`src/rtl/btn_press_conditioner.sv`:
```
// rtl/btn_press_conditioner.sv - sync, debounce and one-at-a-time arbitration of three player buttons
// Optional multi-press flag built only when MULTI_PRESS_DETECT_EN is defined.
module btn_press_conditioner #(
  parameter int DEBOUNCE_CYCLES = 250000,
  parameter int HOLDOFF_CYCLES  = 50000,
  parameter bit BTN_ACTIVE_LOW  = 1'b1
) (
  input  logic       clock,
  input  logic       reset,
  input  logic [2:0] btn_raw,
  input  logic       enable,
  output logic [2:0] btn_pulse,
  output logic       press_valid,
  output logic [1:0] press_code,
  output logic [2:0] btn_level,
  output logic       busy,
  output logic       multi_press
);

  localparam int CW = $clog2(DEBOUNCE_CYCLES + 1);
  localparam int HW = (HOLDOFF_CYCLES > 1) ? $clog2(HOLDOFF_CYCLES) : 1;

  typedef enum logic [1:0] {IDLE, HELD, HOLDOFF} state_t;

  logic [2:0]    btn_pol;
  logic [2:0]    sync1_q, s_q;
  logic [2:0]    d_q, d_d;
  logic [CW-1:0] cnt_q [3];
  logic [CW-1:0] cnt_d [3];
  logic [2:0]    rise, fall;
  logic [2:0]    win_oh;
  logic [1:0]    win_code;

  state_t        state_q;
  logic [2:0]    owner_q;
  logic [HW-1:0] hold_q;
  logic [2:0]    pulse_q;
  logic          valid_q;
  logic [1:0]    code_q;
  logic          busy_q;
  logic          multi_q;

  assign btn_pol = BTN_ACTIVE_LOW ? ~btn_raw : btn_raw;

  // A level is adopted only after it has differed for DEBOUNCE_CYCLES consecutive synced cycles.
  always_comb begin
    d_d = d_q;
    for (int i = 0; i < 3; i++) begin
      cnt_d[i] = '0;
      if (s_q[i] != d_q[i]) begin
        if (cnt_q[i] == CW'(DEBOUNCE_CYCLES - 1)) d_d[i] = ~d_q[i];
        else cnt_d[i] = cnt_q[i] + CW'(1);
      end
    end
  end

  assign rise     = d_d & ~d_q;
  assign fall     = ~d_d & d_q;
  assign win_oh   = rise & (~rise + 3'd1);
  assign win_code = win_oh[1] ? 2'd1 : (win_oh[2] ? 2'd2 : 2'd0);

  always_ff @(posedge clock) begin
    if (!reset) begin
      sync1_q <= '0;
      s_q     <= '0;
      d_q     <= '0;
      for (int i = 0; i < 3; i++) cnt_q[i] <= '0;
    end else begin
      sync1_q <= btn_pol;
      s_q     <= sync1_q;
      d_q     <= d_d;
      for (int i = 0; i < 3; i++) cnt_q[i] <= cnt_d[i];
    end
  end

  always_ff @(posedge clock) begin
    if (!reset) begin
      state_q <= IDLE;
      owner_q <= '0;
      hold_q  <= '0;
      pulse_q <= '0;
      valid_q <= 1'b0;
      code_q  <= '0;
      busy_q  <= 1'b0;
      multi_q <= 1'b0;
    end else begin
      pulse_q <= '0;
      valid_q <= 1'b0;
      code_q  <= '0;
      multi_q <= 1'b0;
      case (state_q)
        IDLE: begin
          // Any already-held button blocks acceptance; unaccepted rises are dropped.
          if (enable && (rise != 3'b000) && (d_q == 3'b000)) begin
            owner_q <= win_oh;
            pulse_q <= win_oh;
            valid_q <= 1'b1;
            code_q  <= win_code;
            state_q <= HELD;
            busy_q  <= 1'b1;
`ifdef MULTI_PRESS_DETECT_EN
            multi_q <= (rise[0] & rise[1]) | (rise[0] & rise[2]) | (rise[1] & rise[2]);
`endif
          end
        end
        HELD: begin
`ifdef MULTI_PRESS_DETECT_EN
          multi_q <= |(rise & ~owner_q);
`endif
          if (|(fall & owner_q)) begin
            if (HOLDOFF_CYCLES > 0) begin
              hold_q  <= HW'(HOLDOFF_CYCLES > 0 ? HOLDOFF_CYCLES - 1 : 0);
              state_q <= HOLDOFF;
            end else begin
              state_q <= IDLE;
              busy_q  <= 1'b0;
            end
          end
        end
        HOLDOFF: begin
          if (hold_q != '0) begin
            hold_q <= hold_q - HW'(1);
          end else if (d_q == 3'b000) begin
            state_q <= IDLE;
            busy_q  <= 1'b0;
          end
        end
        default: begin
          state_q <= IDLE;
          busy_q  <= 1'b0;
        end
      endcase
    end
  end

  assign btn_pulse   = pulse_q;
  assign press_valid = valid_q;
  assign press_code  = code_q;
  assign btn_level   = d_q;
  assign busy        = busy_q;
  assign multi_press = multi_q;

endmodule

```
`config.mk`:
```
export PLATFORM = sky130hd
export DESIGN_NAME = btn_press_conditioner
export DESIGN_NICKNAME = d
export VERILOG_FILES = /design/src/rtl/btn_press_conditioner.sv
export SDC_FILE = /design/constraint.sdc
export NUM_CORES = 1
export LEC_CHECK = 0
export CAP_MARGIN = 20
export CORE_ASPECT_RATIO = 0.8
export CORE_MARGIN = 2
export CORE_UTILIZATION = 35
export CTS_CLUSTER_SIZE = 28
export DETAILED_ROUTE_END_ITERATION = 6
export PLACE_DENSITY_LB_ADDON = 0.1
export RECOVER_POWER = 25
export SLEW_MARGIN = 20
export SYNTH_ARGS = -nofsm -noshare
export SYNTH_HDL_FRONTEND = slang
export SYNTH_SLANG_ARGS = --single-unit
```
`constraint.sdc`:
```
create_clock -name clock -period 2.17 [get_ports clock]
set_input_delay 0.217 -clock clock [delete_from_list [all_inputs] [get_ports clock]]
set_output_delay 0.217 -clock clock [all_outputs]
set_load 0.02 [all_outputs]
```
==> run metrics, run 1 <==
status=complete, no violations; most numerous cell in the Yosys netlist=dfxtp_1; Synth Warn #=0; final core utilization=0.4205; Synth Area in Simple Gates=0.3170; hold crit path type=in -> reg; delay of the slowest critical-path stage=0.55 ns; final hold violation count=0; Tmin final=2.057 ns; CTS root buf=clkbuf_16; leakage power=between 0.0015 and 0.002 µW; DRC=0; Max Buffers Root-to-Sink=2; HPWL Detailed=approximately 6000 µm; final wirelength=8466 µm; Adder-Cell Fraction of Synth Area=0.01243; ANT nets after route=0; drt initial violations=151; Antenna Diode Count=0; post-synthesis mux area share=0.01025; top cells by count, synth=90 x dfxtp_1, 75 x nor2_1, 38 x nand2_1, 34 x xnor2_1, 25 x nand3_1; Total GRT Usage=0.1482; Compound-Gate Fraction of Synth Area=0.06464; FF+latch count, synth=90; First-pass DRT Iterations=4; Slew headroom=0.6095; EDFF count, synth=0; first-pass GRT wire length=14520 µm; worst hold slack=approximately 0.41 ns; Setup WS post-layout=0.1131 ns; TritonCTS buffer count=9; Fmax achieved=between 400 and 500 MHz; TritonCTS clock tree=done; Slew @ Worst Pin=0.5804 ns; Peak VDD IR=about 0.00033 V; fin area=4788 µm²; max-slew violation count=0; Starting Density=0.3536; largest family of logic cells by synthesized area=simple AND/OR/NAND/NOR gates; # port buffers=15; DP Worst Slack=0.05169 ns; Synth area leader=dfxtp_1; Die Ht=about 100 µm; Row Count=35; Setup Crit Path Kind=reg -> reg; Final #Nets=just over 500; endpoint class of the critical path=flop; max-cap violations=0; Internal=~2600 µW; Clk network pwr share=0.479; die width=between 100 and 150 µm; H-Tree Depth=3; Top FF cell, synth=dfxtp_1; routed length per instance=~13 µm; Clk Latency, worst-skew pair=0.34 ns; Area growth syn-to-layout=18.92%; CP max stage cell=or4b_4; Switch Pwr=roughly 710 µW; CP required=2.39 ns; clk sinks=90; CP Cell Sequence=or4b_4 > or4_1 > o32a_2 > a21oi_4 > nor3_1; initial antenna violation count=0; Die ar.=around 12000 µm²; Setup Fix Bufs, Post-CTS=0; DP Area=between 4000 and 5000 µm²; Reg power frac=0.505; final setup vio count=0; crit start category=flop; IO Pins=17; post-DR vias/cell=4.890; crit share post-route=0.9479; Worst EP arrival=between 2 and 2.5 ns; Pwr Density=686.7 nW/µm²; CP max FO=7; share of layout cells above drive strength 1=0.09862; sequential cell area fraction in the yosys report=0.4475; RePlAce Congestion=0.7787; xor/xnor cell area share of the yosys netlist=0.1196; Core Region=11390 µm²; vias in the first global route=2991; synth top area cells=dfxtp_1 45%, xnor2_1 7.4%, nor2_1 7.0%, xor2_1 4.6%, nand2_1 3.5%; Post-Syn Area per Cell=around 8.6 µm²; Combinational Power Share=0.016; via count=approximately 3.2k; Async SR Flop Fraction=0; Setup TNS=0 ns; setup slack, reg-to-reg=about 0.11 ns; skew final=just under 0.007 ns; Synth cell types=roughly 50; post-synthesis cell count=466; switching share of total power=0.2157; share of the synthesized area in the top cell type=0.4475; largest net degree at the start of global routing=22; syn nets=roughly 480; unrepaired setup endpoints after global routing=yes; Syn Std Cell Area=around 4000 µm²; Remaining Overflow, GRT=0; clock slew at reported path FFs=about 0.06 ns
[final cells by class]
class / count / area, µm²
fillers: 1127 / 6598
inverters: 11 / 41.29
multi-input cells: 351 / 2123
clock buffers: 9 / 225.2
well taps: 148 / 185.2
repair buffers: 39 / 332.8
clock inverters: 7 / 78.83
flip-flops and latches: 90 / 1802
[stage by stage]
step           cells  total power (µW)
4_1_cts          655              3342
6_report         655              3288
5_1_grt          655              3408
3_3_place_gp     639              1752
2_1_floorplan    466              1729
3_5_place_dp     639              1753
[cell families after synthesis]
| family | Yosys count |
|---|---|
| compound gates | 41 |
| xor+xnor | 55 |
| fa+ha+maj | 4 |
| buf+inv | 25 |
| flops | 90 |
| mux | 4 |
| other cells | 1 |
| simple gates | 246 |
[final timing paths]
path | end | from | cells past startpoint
setup / recovery | hold_q[11] | cnt_q[0][13] | 5
hold / removal | sync1_q[0] | btn_raw[0] | 2
setup reg to reg | hold_q[11] | cnt_q[0][13] | 5
hold reg to reg | s_q[2] | sync1_q[2] | 1
[power by group through the flow]
stage / Combinational [µW] / Clock, µW / Sequential [µW]
6_report: 52.5 / 1570 / 1660
2_1_floorplan: 30.8 / 0 / 1700
3_3_place_gp: 53.1 / 0 / 1700
5_1_grt: 58.8 / 1690 / 1660
4_1_cts: 53.9 / 1630 / 1660
3_5_place_dp: 53.6 / 0 / 1700
[placed cells by master (no fill, tap or decap), types with 3 or more instances in the layout]
| cell | count |
|---|---|
| a21oi_1 | 10 |
| and3_1 | 13 |
| and4_1 | 3 |
| buf_4 | 20 |
| clkbuf_16 | 9 |
| clkdlybuf4s50_1 | 5 |
| clkinvlp_4 | 3 |
| dfxtp_1 | 90 |
| dlygate4sd3_1 | 10 |
| ha_1 | 4 |
| inv_1 | 11 |
| mux2i_1 | 3 |
| nand2_1 | 38 |
| nand3_1 | 25 |
| nand4_1 | 12 |
| nor2_1 | 75 |
| nor2b_1 | 7 |
| nor3_1 | 20 |
| nor4_1 | 10 |
| nor4b_1 | 10 |
| nor4bb_1 | 4 |
| o21ai_0 | 18 |
| or3_1 | 8 |
| or4_1 | 4 |
| xnor2_1 | 34 |
| xor2_1 | 21 |
[worst max-delay path: cells and delay by family (launching register included)]
family	cells	cell delay [ns]
AOI/OAI and AO/OA	2	0.49
and+or+nand+nor	3	1.10
DFF	1	0.35
[layer usage]
metal / share of wire / routed length (µm) / up-vias / track usage
li1: - / - / 1688 / -
met1: 0.54 / 4537 / 1471 / 0.2156
met2: 0.43 / 3601 / 36 / 0.2117
met3: 0.027 / 232 / 8 / 0.04091
met4: 0.011 / 95 / 0 / 0.04667
met5: 0 / 0 / - / 0
[sequential cells by signal, indices dropped and copies added (netlist names)]
| signal | flops |
|---|---|
| state_q | 2 |
| btn_level | 3 |
| press_valid | 1 |
| s_q | 3 |
| btn_pulse | 3 |
| cnt_q | 54 |
| press_code | 1 |
| sync1_q | 3 |
| hold_q | 16 |
| owner_q | 3 |
| busy | 1 |
[repair_timing]
item                                   CTS  global route
endpoints found under the hold margin    0             0
hold buffers                             0             0
resized for setup                        0             3
setup endpoints to repair                0             8
Note: power is estimated with default switching activity, not from simulation.
==> run 2, diff against run 1 <==
--- a/config.mk
+++ b/config.mk
@@ -8,7 +8,7 @@
 export CAP_MARGIN = 20
 export CORE_ASPECT_RATIO = 0.8
 export CORE_MARGIN = 2
-export CORE_UTILIZATION = 35
+export CORE_UTILIZATION = 54
 export CTS_CLUSTER_SIZE = 28
 export DETAILED_ROUTE_END_ITERATION = 6
 export PLACE_DENSITY_LB_ADDON = 0.1
==> run 2 against run 1 <==
Effect of this change: clock skew is 0.0038 ns higher; sequential share of layout area is 1.4 points higher; combinational power is 4.8% lower; global-route usage is 6.4 points higher; clock-buffer cell count is 1 higher; utilization is 21 points higher; first-iteration DRC count is 50% lower; sequential cell count stayed put; register-to-register slack worse by 0.04 ns; maximum frequency is 1.7% lower; worst hold slack worse by 0.035 ns.
==> run metrics, run 2 (synthesis gave the netlist of run 1 again) <==
status=complete, no violations; Fmax achieved=~480 MHz; largest net degree at the start of global routing=22; Total GRT Usage=0.2120; H-Tree Depth=3; Setup Crit Path Kind=reg -> reg; CTS root buf=clkbuf_8; share of layout cells above drive strength 1=0.1014; Hold-fix buffers, CTS=0; hold crit path type=in -> reg; crit start category=flop; Slew @ Worst Pin=0.5258 ns; First-pass DRT Iterations=4; commonest non-fill, non-tap cell in the layout=dfxtp_1; final hold violation count=0; worst hold slack=around 0.37 ns; fin area=between 4000 and 5000 µm²; Reg power frac=0.572; clk sinks=90; Clk Latency, worst-skew pair=between 0.3 and 0.4 ns; Slew headroom=0.6462; Setup TNS=0 ns; initial antenna violation count=0; critical path launch point=cnt_q[0][13]; Core Region=roughly 7300 µm²; hold_sp=btn_raw[1]; Setup Fix Bufs, Post-CTS=0; max-cap violations=0; leakage power=0.001558 µW; die width=~100 µm; Max Buffers Root-to-Sink=2; Tmin final=about 2.1 ns; Hold EP=sync1_q[1]; drt initial violations=75; CP required=around 2.4 ns; Switch Pwr=roughly 650 µW; # port buffers=15; IO Pins=17; switching share of total power=0.2234; vias in the first global route=3044; Final #Nets=about 510; unrepaired setup endpoints after global routing=no; DRC=0; most frequent cells in the layout=89 x dfxtp_1, 75 x nor2_1, 38 x nand2_1, 34 x xnor2_1, 25 x nand3_1; Antenna Diode Count=0; Combinational Power Share=0.017; Pwr Density=between 600 and 700 nW/µm²; final setup vio count=0; final wirelength=~8000 µm; crit share post-route=0.9644; DP Area=4382 µm²; Area growth syn-to-layout=14.76%; Largest Register=cnt_q; via count=around 3.3k; Peak VDD IR=around 0.00044 V; Worst R2R Start=cnt_q[0][13]; post-DR vias/cell=between 5 and 6; Hold Crit Depth=2; Remaining Overflow, GRT=0; endpoint class of the critical path=flop; Worst EP arrival=2.34 ns; worst r2r path cells=5; Die ar.=about 8200 µm²; TritonCTS buffer count=9; HPWL Detailed=about 5700 µm; ANT nets after route=0; RePlAce Congestion=0.8398; Clk network pwr share=0.411; number of flip-flops in the largest register=54; worst r2r dst=hold_q[10]; Largest regs=cnt_q (54), hold_q (16); max-slew violation count=0; CP max FO=7; Internal=approximately 2300 µW; clock slew at reported path FFs=about 0.10 ns; skew final=between 0.01 and 0.015 ns; first-pass GRT wire length=13830 µm; setup slack, reg-to-reg=about 0.077 ns; Die Ht=81.24 µm; TritonCTS clock tree=done; routed length per instance=~13 µm; Row Count=28; Starting Density=0.5499
==> run 2: cell types whose count changed in the layout (fill, tap and decap cells not counted), moves of 2 or more <==
| cell | delta |
|---|---|
| clkbuf_16 | -9 |
| buf_4 | -4 |
| clkbuf_8 | +10 |
| clkinvlp_4 | -2 |
| inv_6 | +2 |
==> run 2: critical path: stages, from the launching register on <==
cell and delay [ns]:
dfxtp_2 0.36, or4b_4 0.54, or4_4 0.49, o32a_4 0.26, a21oi_4 0.24, nor3_1 0.09
==> run 2: metal layers <==
layer,vias up,global-route usage,wire (µm)
met3,11,0.05680,310
met4,0,0.05753,82
met1,1524,0.2889,3950
met2,39,0.3336,3620
met5,-,0,0
li1,1684,-,-
==> run 2: metrics by stage <==
stage | worst slack, ns | total power [µW] | utilization | cells
detailed placement | 0.06231 | 1751 | 0.5984 | 577
CTS | 0.03921 | 2940 | 0.6280 | 593
floorplan | 0.1001 | 1729 | - | 466
finish | 0.07729 | 2903 | 0.6311 | 593
global placement | 0.1062 | 1751 | 0.5984 | 577
global route | 0.01415 | 3020 | 0.6311 | 593
==> run 2: worst max-delay path by stage <==
stage	endpoint	slack [ns]	cells past startpoint
final	hold_q[10]	0.08	5
after detailed placement	owner_q[2]	0.06	6
after CTS	hold_q[10]	0.04	5
after global placement	owner_q[2]	0.11	5
after floorplan	owner_q[2]	0.10	7
after global routing	hold_q[10]	0.01	8
==> run 2: timing repair <==
item | 4_1_cts | 5_1_grt
pin swaps | 0 | 1
resized for setup | 1 | 7
endpoints found under the setup margin | 1 | 13
==> run 2: cell type report <==
type	count	area (µm²)
Timing Repair Buffer	35	302.8
Clock inverter	6	72.57
Inverter	11	41.29
Sequential cell	90	1803
Multi-Input combinational cell	351	2151
Fill cell	654	2701
Clock buffer	10	137.6
Tap cell	90	112.6
==> run 2: power by group through the flow <==
stage,registers [µW],logic (µW),clock network (µW)
2_1_floorplan,1700,30.8,0
4_1_cts,1660,51.9,1230
5_1_grt,1660,56.2,1300
3_3_place_gp,1700,51.2,0
6_report,1660,50.0,1190
3_5_place_dp,1700,51.4,0
